### config.mk
export PLATFORM = sky130hd
export DESIGN_NAME = pal_fuse_loader
export DESIGN_NICKNAME = d
export VERILOG_FILES = /design/src/rtl/pal_pkg.sv /design/src/rtl/pal_fuse_shadow.sv /design/src/rtl/pal_fuse_loader.sv
export SDC_FILE = /design/constraint.sdc
export NUM_CORES = 1
export LEC_CHECK = 0
export BUFFER_PORTS_ARGS = -buffer_cell sky130_fd_sc_hd__buf_2
export CAP_MARGIN = 10
export CORE_MARGIN = 3
export CORE_UTILIZATION = 50
export CTS_CLUSTER_DIAMETER = 100
export CTS_CLUSTER_SIZE = 14
export DETAILED_ROUTE_END_ITERATION = 7
export GPL_ROUTABILITY_DRIVEN = 0
export PLACE_DENSITY = 0.79
export SLEW_MARGIN = 10
export SYNTH_ARGS = -nofsm -noshare
export SYNTH_HDL_FRONTEND = slang
export SYNTH_SLANG_ARGS = --single-unit
### constraint.sdc
create_clock -name clk -period 2.7 [get_ports clk]
set_input_delay 0.27 -clock clk [delete_from_list [all_inputs] [get_ports clk]]
set_output_delay 0.27 -clock clk [all_outputs]
set_load 0.02 [all_outputs]
### src/rtl/pal_pkg.sv
// Shared sizing helpers and state encoding for the PAL fuse loader.
package pal_pkg;

  function automatic int fuse_bits(input int n_in, input int n_terms);
    return n_terms * 2 * n_in;
  endfunction

  function automatic int num_words(input int bits, input int word_w);
    return (bits + word_w - 1) / word_w;
  endfunction

  localparam logic [1:0] ST_IDLE = 2'd0;
  localparam logic [1:0] ST_LOAD = 2'd1;
  localparam logic [1:0] ST_CSUM = 2'd2;

  typedef enum logic [1:0] {
    IDLE = ST_IDLE,
    LOAD = ST_LOAD,
    CSUM = ST_CSUM
  } state_e;

endpackage

### src/rtl/pal_fuse_shadow.sv
// Shadow register filled word by word; copied into the active fuse map on commit.
module pal_fuse_shadow #(
  parameter int WORD_W    = 8,
  parameter int NUM_WORDS = 5,
  parameter int FUSE_BITS = 40,
  parameter int IDX_W     = 3
) (
  input  logic                 clk,
  input  logic                 rst_n,
  input  logic                 clr_i,
  input  logic                 wr_en_i,
  input  logic [IDX_W-1:0]     wr_idx_i,
  input  logic [WORD_W-1:0]    wr_data_i,
  input  logic                 commit_i,
  output logic [FUSE_BITS-1:0] fuse_map_o,
  output logic                 fuse_map_valid_o
);

  localparam int SHADOW_W = NUM_WORDS * WORD_W;

  logic [SHADOW_W-1:0]  shadow_q;
  logic [FUSE_BITS-1:0] map_q;
  logic                 valid_q;

  // NOTE: the shadow is ordinary flops, not a RAM, so it takes the async reset
  // like everything else; a reset must never leave a stale partial map behind.
  always_ff @(posedge clk or negedge rst_n) begin
    if (!rst_n) begin
      shadow_q <= '0;
    end else if (clr_i) begin
      shadow_q <= '0;
    end else if (wr_en_i) begin
      for (int k = 0; k < NUM_WORDS; k++) begin
        if (wr_idx_i == IDX_W'(k)) shadow_q[k*WORD_W +: WORD_W] <= wr_data_i;
      end
    end
  end

  // Padding bits past FUSE_BITS stay in the shadow and never reach the array.
  always_ff @(posedge clk or negedge rst_n) begin
    if (!rst_n) begin
      map_q   <= '0;
      valid_q <= 1'b0;
    end else if (commit_i) begin
      map_q   <= shadow_q[FUSE_BITS-1:0];
      valid_q <= 1'b1;
    end
  end

  assign fuse_map_o       = map_q;
  assign fuse_map_valid_o = valid_q;

endmodule

### src/rtl/pal_fuse_loader.sv
// Word-serial, XOR-checksummed fuse-map loader committing atomically to the AND plane.
module pal_fuse_loader
  import pal_pkg::*;
#(
  parameter int NUM_INPUTS = 5,
  parameter int NUM_TERMS  = 4,
  parameter int WORD_W     = 8
) (
  input  logic                                            clk,
  input  logic                                            rst_n,
  input  logic                                            prog_start,
  input  logic                                            prog_abort,
  input  logic                                            prog_valid,
  input  logic [WORD_W-1:0]                               prog_data,
  output logic                                            prog_ready,
  output logic                                            prog_done,
  output logic                                            prog_err,
  output logic [pal_pkg::fuse_bits(NUM_INPUTS, NUM_TERMS)-1:0] fuse_map,
  output logic                                            fuse_map_valid
);

  localparam int FUSE_BITS = fuse_bits(NUM_INPUTS, NUM_TERMS);
  localparam int NUM_WORDS = num_words(FUSE_BITS, WORD_W);
  localparam int CNT_W     = (NUM_WORDS > 1) ? $clog2(NUM_WORDS) : 1;

  state_e              state_q;
  logic [CNT_W-1:0]    count_q;
  logic [WORD_W-1:0]   acc_q;
  logic                ready_q;
  logic                done_q;
  logic                err_q;

  logic xfer;
  logic word_wr;
  logic csum_ok_commit;
  logic shadow_clr;

  // ready_q mirrors "state is LOAD or CSUM", so a transfer needs no state decode.
  assign xfer           = prog_valid && ready_q;
  assign shadow_clr     = !prog_abort && prog_start;
  assign word_wr        = !prog_abort && !prog_start && xfer && (state_q == LOAD);
  assign csum_ok_commit = !prog_abort && !prog_start && xfer && (state_q == CSUM)
                          && (prog_data == acc_q);

  // NOTE: every register here is assigned with <= so all updates see the
  // pre-edge values of each other, regardless of statement order.
  always_ff @(posedge clk or negedge rst_n) begin
    if (!rst_n) begin
      state_q <= IDLE;
      count_q <= '0;
      acc_q   <= '0;
      ready_q <= 1'b0;
      done_q  <= 1'b0;
      err_q   <= 1'b0;
    end else begin
      done_q <= 1'b0;
      err_q  <= 1'b0;
      if (prog_abort) begin
        state_q <= IDLE;
        ready_q <= 1'b0;
      end else if (prog_start) begin
        state_q <= LOAD;
        ready_q <= 1'b1;
        count_q <= '0;
        acc_q   <= '0;
      end else if (xfer) begin
        case (state_q)
          LOAD: begin
            acc_q   <= acc_q ^ prog_data;
            count_q <= count_q + CNT_W'(1);
            if (count_q == CNT_W'(NUM_WORDS - 1)) state_q <= CSUM;
          end
          CSUM: begin
            state_q <= IDLE;
            ready_q <= 1'b0;
            if (prog_data == acc_q) done_q <= 1'b1;
            else                    err_q  <= 1'b1;
          end
          default: ;
        endcase
      end
    end
  end

  pal_fuse_shadow #(
    .WORD_W   (WORD_W),
    .NUM_WORDS(NUM_WORDS),
    .FUSE_BITS(FUSE_BITS),
    .IDX_W    (CNT_W)
  ) u_shadow (
    .clk             (clk),
    .rst_n           (rst_n),
    .clr_i           (shadow_clr),
    .wr_en_i         (word_wr),
    .wr_idx_i        (count_q),
    .wr_data_i       (prog_data),
    .commit_i        (csum_ok_commit),
    .fuse_map_o      (fuse_map),
    .fuse_map_valid_o(fuse_map_valid)
  );

  assign prog_ready = ready_q;
  assign prog_done  = done_q;
  assign prog_err   = err_q;

endmodule

# Yosys cells after proc, flatten, opt, wreduce, memory -nomap -nowiden
# Cells that the tools add are included.
# Widths: inputs -> output; s select.
# classes
n_eq_ne	8
n_addsub	1
muxes	32
order_cmp	0
mul	0
reduce_logical	29
shifts	0
div_mod_pow	0
n_bitwise	2
# op_table
cell	count
$mux 40	2
$mux 8	8
$reduce_bool 2->1	8
$mux 1	14
$reduce_and 2->1	6
$mux 3	3
$eq 8x8->1	1
$mux 2	4
$xor 8x8->8	1
$logic_and 1x1->1	7
$eq 3x2->1 const B	2
$reduce_and 3->1	2
$reduce_bool 3->1	2
$ne 4x3->1 const B	1
$pmux 2 s2	1
$reduce_bool 4->1	1
$add 3x1->3 const B	1
$eq 3x1->1 const B	1
$eq 3x3->1 const B	1
$logic_not 3->1	1
$eq 2x1->1 const B	1
$eq 2x2->1 const B	1
$logic_not 1->1	2
$not 1->1	1
# word_totals
ram_bits	0
romBits	0
in_bits	13
register_bits	97
mem_count	0
elab_cells	85
latchBits	0
output_inout_bits	44

# Logic depth before layout (Yosys ltp)
# Gate-level depths: netlist (run 1).
# depth
ltp_word	6
mapped_depth	7
mapped_depth_nobuf	6

# Cells and area by module
# From an unflattened synthesis (run 1), not the netlist that was laid out.
# hier_totals
cells_unflattened	321
hier_area_um2	4244.1
# modules_own_cells
mod	area_per_inst_um2	cells_each	instances	seq_area_each_um2
pal_fuse_shadow	3331.9	233	1	2026.9
pal_fuse_loader	912.1	88	1	400.4

# Worst setup path after synthesis (run 1)
# OpenSTA, ideal clock, no wires.
# synth_path
path_kind	register -> register
start	register ready_q (netlist: prog_ready)
end	register u_shadow.map_q[31] (netlist: u_shadow.fuse_map_o[31])
period_less_slack_ns	2.085
setup_ns	0.125
path_slack_ns	0.615
path_buffers	1
path_stages_with_launch	6
arrival_ns	1.960
cell_sequence	dfrtp_1 > nand2_1 > or4b_4 > nor3_4 > buf_6 > mux2_2
# synth_between
elab_chain_len	4
# synth_lines
item	line_no	text
start: declaration	pal_fuse_loader.sv:29	logic ready_q;
start signal: assignment	pal_fuse_loader.sv:52	ready_q <= 1'b0;
start signal: assignment	pal_fuse_loader.sv:60	ready_q <= 1'b0;
start signal: assignment	pal_fuse_loader.sv:63	ready_q <= 1'b1;
$logic_and 1x1->1	pal_fuse_loader.sv:39	assign xfer = prog_valid && ready_q;
$logic_and 1x1->1 (2 in series)	pal_fuse_loader.sv:42	assign csum_ok_commit = !prog_abort && !prog_start && xfer && (state_q == CSUM)
$logic_and 1x1->1	pal_fuse_loader.sv:43	&& (prog_data == acc_q);
end signal: assignment	pal_fuse_shadow.sv:45	map_q <= shadow_q[FUSE_BITS-1:0];
end: declaration	pal_fuse_shadow.sv:22	logic [FUSE_BITS-1:0] map_q;
# No other way between the ends.
# A chain may end at the register's enable or synchronous reset.

# Worst setup path in the final report (run 1)
# layout_path
start	register state_q[0]
end	register u_shadow.map_q[34] (netlist: u_shadow.fuse_map_o[34])
# layout_between
elab_chain_len	3
# layout_lines
item	line_no	text
start: declaration	pal_fuse_loader.sv:26	state_e state_q;
start signal: assignment	pal_fuse_loader.sv:49	state_q <= IDLE;
start signal: assignment	pal_fuse_loader.sv:59	state_q <= IDLE;
start signal: assignment	pal_fuse_loader.sv:62	state_q <= LOAD;
$eq 2x2->1	pal_fuse_loader.sv:42	
$logic_and 1x1->1	pal_fuse_loader.sv:42	
$logic_and 1x1->1	pal_fuse_loader.sv:43	
# No other way between the ends.

==> metrics.txt, run 1 <==
GRT overflow 0; number of inserted diodes 0; Worst-Skew Late Latency 0.36 ns; pwr dens 546 nW/um^2; synthesized instance count 320; FILL cells 656; pin count of the biggest net entering global routing 65; setup TNS 0 ns; FF-to-FF setup slack 0.59 ns; smallest hold slack -0.0184 ns; share of cells above drive strength 1 32.6%; Reg2Reg Launch Point state_q[0]; row cnt 32; fin. max-slew vios 0; TritonRoute pass-1 iters 4; Post-CTS Hold Buffers 0; post-layout util 59.8%; placed cell area 4490 um^2; Final setup viols 0; Num CTS Buffers 9; final WL 8090 um; H-tree Lvls 3; asr flop ratio synth 100%; Tmin final 2.11 ns; CTS Root Cell clkbuf_8; first-pass GRT wire length 13800 um; number of vias per cell 5.39; Final HPWL DP 5440 um; post-CTS sizing 0; Rel. slew slack 47.6%; DRC 0; Iter 0 DRT Violations 110; leakage power total 2.47 nW; clk sinks 97; Crit. End Element flip-flop; Pwr Total 0.00256 W; final instance area 4690 um^2; Setup Fix Bufs, Post-CTS 0; CP max FO 32; HP Class input pin to asynchronous set/reset pin; CTS tree done; Die X 96.6 um; post-synthesis sequential element count 97; num ports 57; Synth Cell Area 4110 um^2; Synth-to-Final Area Change 14.3%; register area share after synthesis 59.1%; Post-DRT Antenna Nets 0; fmax 0.475 GHz; Chip Height 96.6 um; Period Utilization, post-route 78.0%; critical path data arrival time 2.36 ns; total core area 7850 um^2; IO Port Bufs 56; Clock transition at path regs 0.09 ns; largest family of logic cells by synthesized area multiplexers; clk buf depth 2; Worst EP required 2.95 ns; Starting Density 52.3%; number of flops mapped to enable cells by yosys 0; Synth Area in Simple Gates 9.11%; maxcap violations 0; share of the synthesized area in the top cell type 59.1%; Cell variety after synth 29; clock skew 0.0107 ns; initial antenna violation count 0; reg2reg path depth 6; failing checks hold timing; worst vdd ir 332 uV; Post-Synth XOR/XNOR Area 1.71%; Yosys warnings 0; ys flop type dfrtp_1; Syn Nets 340; Post-layout nets 392; post-synthesis compound-gate area fraction 3.57%; vias in the first global route 2692; Die ar. 9330 um^2; area leader, netlist dfrtp_1; reg-to-reg endpoint u_shadow.fuse_map_o[34]; RSZ-0062 raised after global routing false; post-synthesis mux area share 20.7%; Final Hold Viols 22; Avg WL per Cell 16.9 um; measured slew at the worst slew-check pin 0.786 ns; Total GRT Usage 18.3%; status finished with violations; element type at the critical path start flip-flop; DR vias 2583; synth top area cells dfrtp_1, mux2_2, mux2i_1; critical path class flip-flop to flip-flop; Synth Area in Adders 2.13%; syn avg cell area 12.8 um^2
-- cell type report --
| class | count | area, um^2 | area share (%) |
|---|---|---|---|
| repair buffers | 64 | 368 | 7.84 |
| clock inverters | 3 | 46.3 | 0.987 |
| clock buffers | 13 | 159 | 3.39 |
| well taps | 102 | 128 | 2.72 |
| inverters | 7 | 26.3 | 0.560 |
| flip-flops and latches | 97 | 2430 | 51.7 |
| multi-input cells | 193 | 1540 | 32.8 |
-- layer usage --
layer  track usage [%]  wire (um)
met3              6.85        555
met2              29.4       4000
met5                 0          0
met1              23.8       3440
met4              3.89         88
-- sequential cells by signal (all words and copies together), names as in the netlist --
signal                     count
state_q                        2
acc_q                          8
u_shadow.fuse_map_o           40
prog_ready                     1
prog_done                      1
u_shadow.shadow_q             40
prog_err                       1
u_shadow.fuse_map_valid_o      1
count_q                        3
-- cells by family after synthesis --
kind of cell | count (synthesis)
XOR/XNOR | 8
buffers and inverters | 30
adder cells (fa/ha/maj) | 7
flip-flops | 97
AO/OA/AOI/OAI | 24
multiplexers | 80
AND/OR/NAND/NOR | 74
-- how the worst max path moves through the flow --
| stage | from | end | depth (start not counted) |
|---|---|---|---|
| floorplan | prog_ready | u_shadow.fuse_map_o[31] | 5 |
| CTS | state_q[0] | u_shadow.fuse_map_o[19] | 6 |
| global route | state_q[0] | u_shadow.fuse_map_o[14] | 6 |
| detailed placement | state_q[0] | u_shadow.fuse_map_o[8] | 6 |
| global placement | state_q[0] | u_shadow.fuse_map_o[34] | 6 |
| finish | state_q[0] | u_shadow.fuse_map_o[34] | 6 |
-- cell usage in the layout, fill, tap and decap left out, types with 2 or more instances in the layout --
master    count
a21oi_1       2
a21o_1        8
mux2i_1      40
o21ai_0      12
nand4_1       2
nor2_1       44
clkbuf_1      2
mux2_1        2
nor3b_1      10
xnor2_1       8
dfrtp_1      97
inv_1         7
nand2_1       3
buf_2        55
nand3_1       4
clkbuf_8     11
ha_1          7
mux2_2       38
nor2_2        2
buf_4         7
buf_12        2
-- per-stage QoR --
stage	setup WS (ns)	std cells
3_5_place_dp	0.601	463
5_1_grt	0.508	479
4_1_cts	0.590	479
2_1_floorplan	0.615	320
3_3_place_gp	0.663	463
6_report	0.594	479
-- cells in the mapped netlist (2+ instances only) --
cell / number
nor3b_1: 11
clkbuf_1: 14
mux2_1: 2
dfrtp_1: 97
mux2i_1: 40
xnor2_1: 8
inv_1: 7
a21o_1: 8
o21ai_0: 12
buf_2: 5
a21oi_1: 2
nand2_1: 3
nor2_1: 45
buf_6: 4
nand3_1: 4
ha_1: 7
mux2_2: 38
nand4_1: 2
-- critical path, stage by stage, from the launching register on --
cell and delay (ns):
dfrtp_1 0.39, inv_1 0.07, ha_1 0.17, or4b_4 0.49
nor3_4 0.26, buf_12 0.24, mux2_2 0.36
-- power breakdown --
group	leakage, nW	switching, W	total (W)	internal, W
clock network	0.100	0.000489	0.000973	0.000484
logic	1.02	0.0000826	0.000118	0.0000351
registers	1.35	0.00000883	0.00147	0.00146
total	2.47	0.000581	0.00256	0.00198
No activity file was read; power rests on OpenSTA's default activity.
==> inputs of run 2 (changes only) <==
--- a/config.mk
+++ b/config.mk
@@ -13,7 +13,7 @@
 export CTS_CLUSTER_SIZE = 14
 export DETAILED_ROUTE_END_ITERATION = 7
 export GPL_ROUTABILITY_DRIVEN = 0
-export PLACE_DENSITY = 0.79
+export PLACE_DENSITY = 0.82
 export SLEW_MARGIN = 10
 export SYNTH_ARGS = -nofsm -noshare
 export SYNTH_HDL_FRONTEND = slang
==> constraint.sdc (replaced) <==
create_clock -name clk -period 1.8 [get_ports clk]
set_input_delay 0.18 -clock clk [delete_from_list [all_inputs] [get_ports clk]]
set_output_delay 0.18 -clock clk [all_outputs]
set_load 0.02 [all_outputs]
==> metrics.txt, run 2 (synthesis results as in run 1) <==
status finished with violations; failing checks setup timing; IO Port Bufs 56; Die ar. 9330 um^2; most frequent cells in the layout dfrtp_1, buf_2, nor2_1; final setup margin -0.237 ns; commonest non-fill, non-tap cell in the layout dfrtp_1; first-pass GRT wire length 15100 um; Period Utilization, post-route 113%; HP Class input pin to flip-flop; final instance area 5210 um^2; maxcap violations 0; pin count of the biggest net entering global routing 52; Die X 96.6 um; post-layout util 66.4%; Pwr Total 0.00400 W; Post-layout nets 422; worst vdd ir 595 uV; setup TNS -10.99 ns; clk sinks 97; leakage power total 2.69 nW; vias in the first global route 2914; initial antenna violation count 0; Crit. End Element flip-flop; Met3 Wirelength 474 um; RSZ-0062 raised after global routing true; Total GRT Usage 20.2%; num ports 57; Chip Height 96.6 um; element type at the critical path start flip-flop; row cnt 32; critical path class flip-flop to flip-flop; Starting Density 52.3%; Final setup viols 81; Synth-to-Final Area Change 27.0%; Tmin final 2.04 ns; fin. max-slew vios 0; H-tree Lvls 3; number of inserted diodes 0; M1 WL 4050 um; placed cell area 4660 um^2; Iter 0 DRT Violations 220; DRC 0; Worst EP required 2.05 ns; Final HPWL DP 5980 um; Layout Cells excl Fill 509; share of cells above drive strength 1 43.5%; met2 wire length 4810 um; Final Hold Viols 0; CP max FO 20; GRT overflow 0; Rel. slew slack 71.8%; pwr dens 767 nW/um^2; CTS Root Cell clkbuf_8; total core area 7850 um^2; TritonRoute pass-1 iters 5; DR vias 2770; Clock transition at path regs 0.10 ns; number of vias per cell 5.44; critical path data arrival time 2.29 ns; clock skew 0.0109 ns; CTS tree done; placed cell count 484; Worst-Skew Late Latency 0.37 ns; Num CTS Buffers 9; measured slew at the worst slew-check pin 0.422 ns; top sig layer met4; Post-DRT Antenna Nets 0; clk buf depth 2; fmax 0.491 GHz; final WL 9490 um; Avg WL per Cell 18.6 um
-- run 2: final cells by class --
class,instances,area [um^2]
Clock inverter,4,56.3
Timing Repair Buffer,94,687
Inverter,7,28.8
Tap cell,102,128
Multi-Input combinational cell,193,1720
Fill cell,578,2630
Clock buffer,12,165
Sequential cell,97,2430
-- run 2: metal layers --
layer / vias up / global-route usage [%]
li1: 1254 / -
met1: 1430 / 25.8
met2: 73 / 33.7
met3: 13 / 4.76
met4: 0 / 7.45
met5: - / 0
-- run 2: final timing paths --
kind	startpoint	end	slack, ns	depth (start not counted)
min reg2reg	u_shadow.fuse_map_valid_o	u_shadow.fuse_map_valid_o	0.47	1
max reg2reg	state_q[0]	u_shadow.fuse_map_o[38]	-0.24	6
max in group asynchronous	rst_n	u_shadow.fuse_map_o[28]	0.91	3
min in group asynchronous	rst_n	u_shadow.fuse_map_o[16]	0.28	2
min	prog_start	state_q[1]	0.13	3
max	state_q[0]	u_shadow.fuse_map_o[38]	-0.24	6
-- run 2: repair_timing --
item,in CTS,in global routing
pin swaps,7,8
hold buffers,1,0
setup buffers,3,2
gates cloned,1,2
endpoints found under the hold margin,32,0
setup endpoints to repair,90,91
resized for setup,35,29
-- run 2: critical path: stages, from the launching register on --
cell and delay (ns):
dfrtp_1 0.41, inv_2 0.07, ha_1 0.15, or4b_4 0.49
nor3_4 0.24, buf_12 0.21, mux2_2 0.34
-- run 2: power breakdown --
group          switching [W]  leakage, nW  internal (W)  total (W)
logic               0.000153         1.23     0.0000932   0.000246
clock network       0.000773        0.114      0.000770    0.00154
registers          0.0000140         1.35       0.00219    0.00221
total               0.000941         2.69       0.00306    0.00400
-- run 2: per-stage QoR --
step	hold WS [ns]	setup slack, ns
after floorplan	-0.116	-0.161
after global placement	0.140	-0.166
after detailed placement	0.145	-0.233
after CTS	0.126	-0.230
after global routing	0.137	-0.310
final	0.126	-0.237
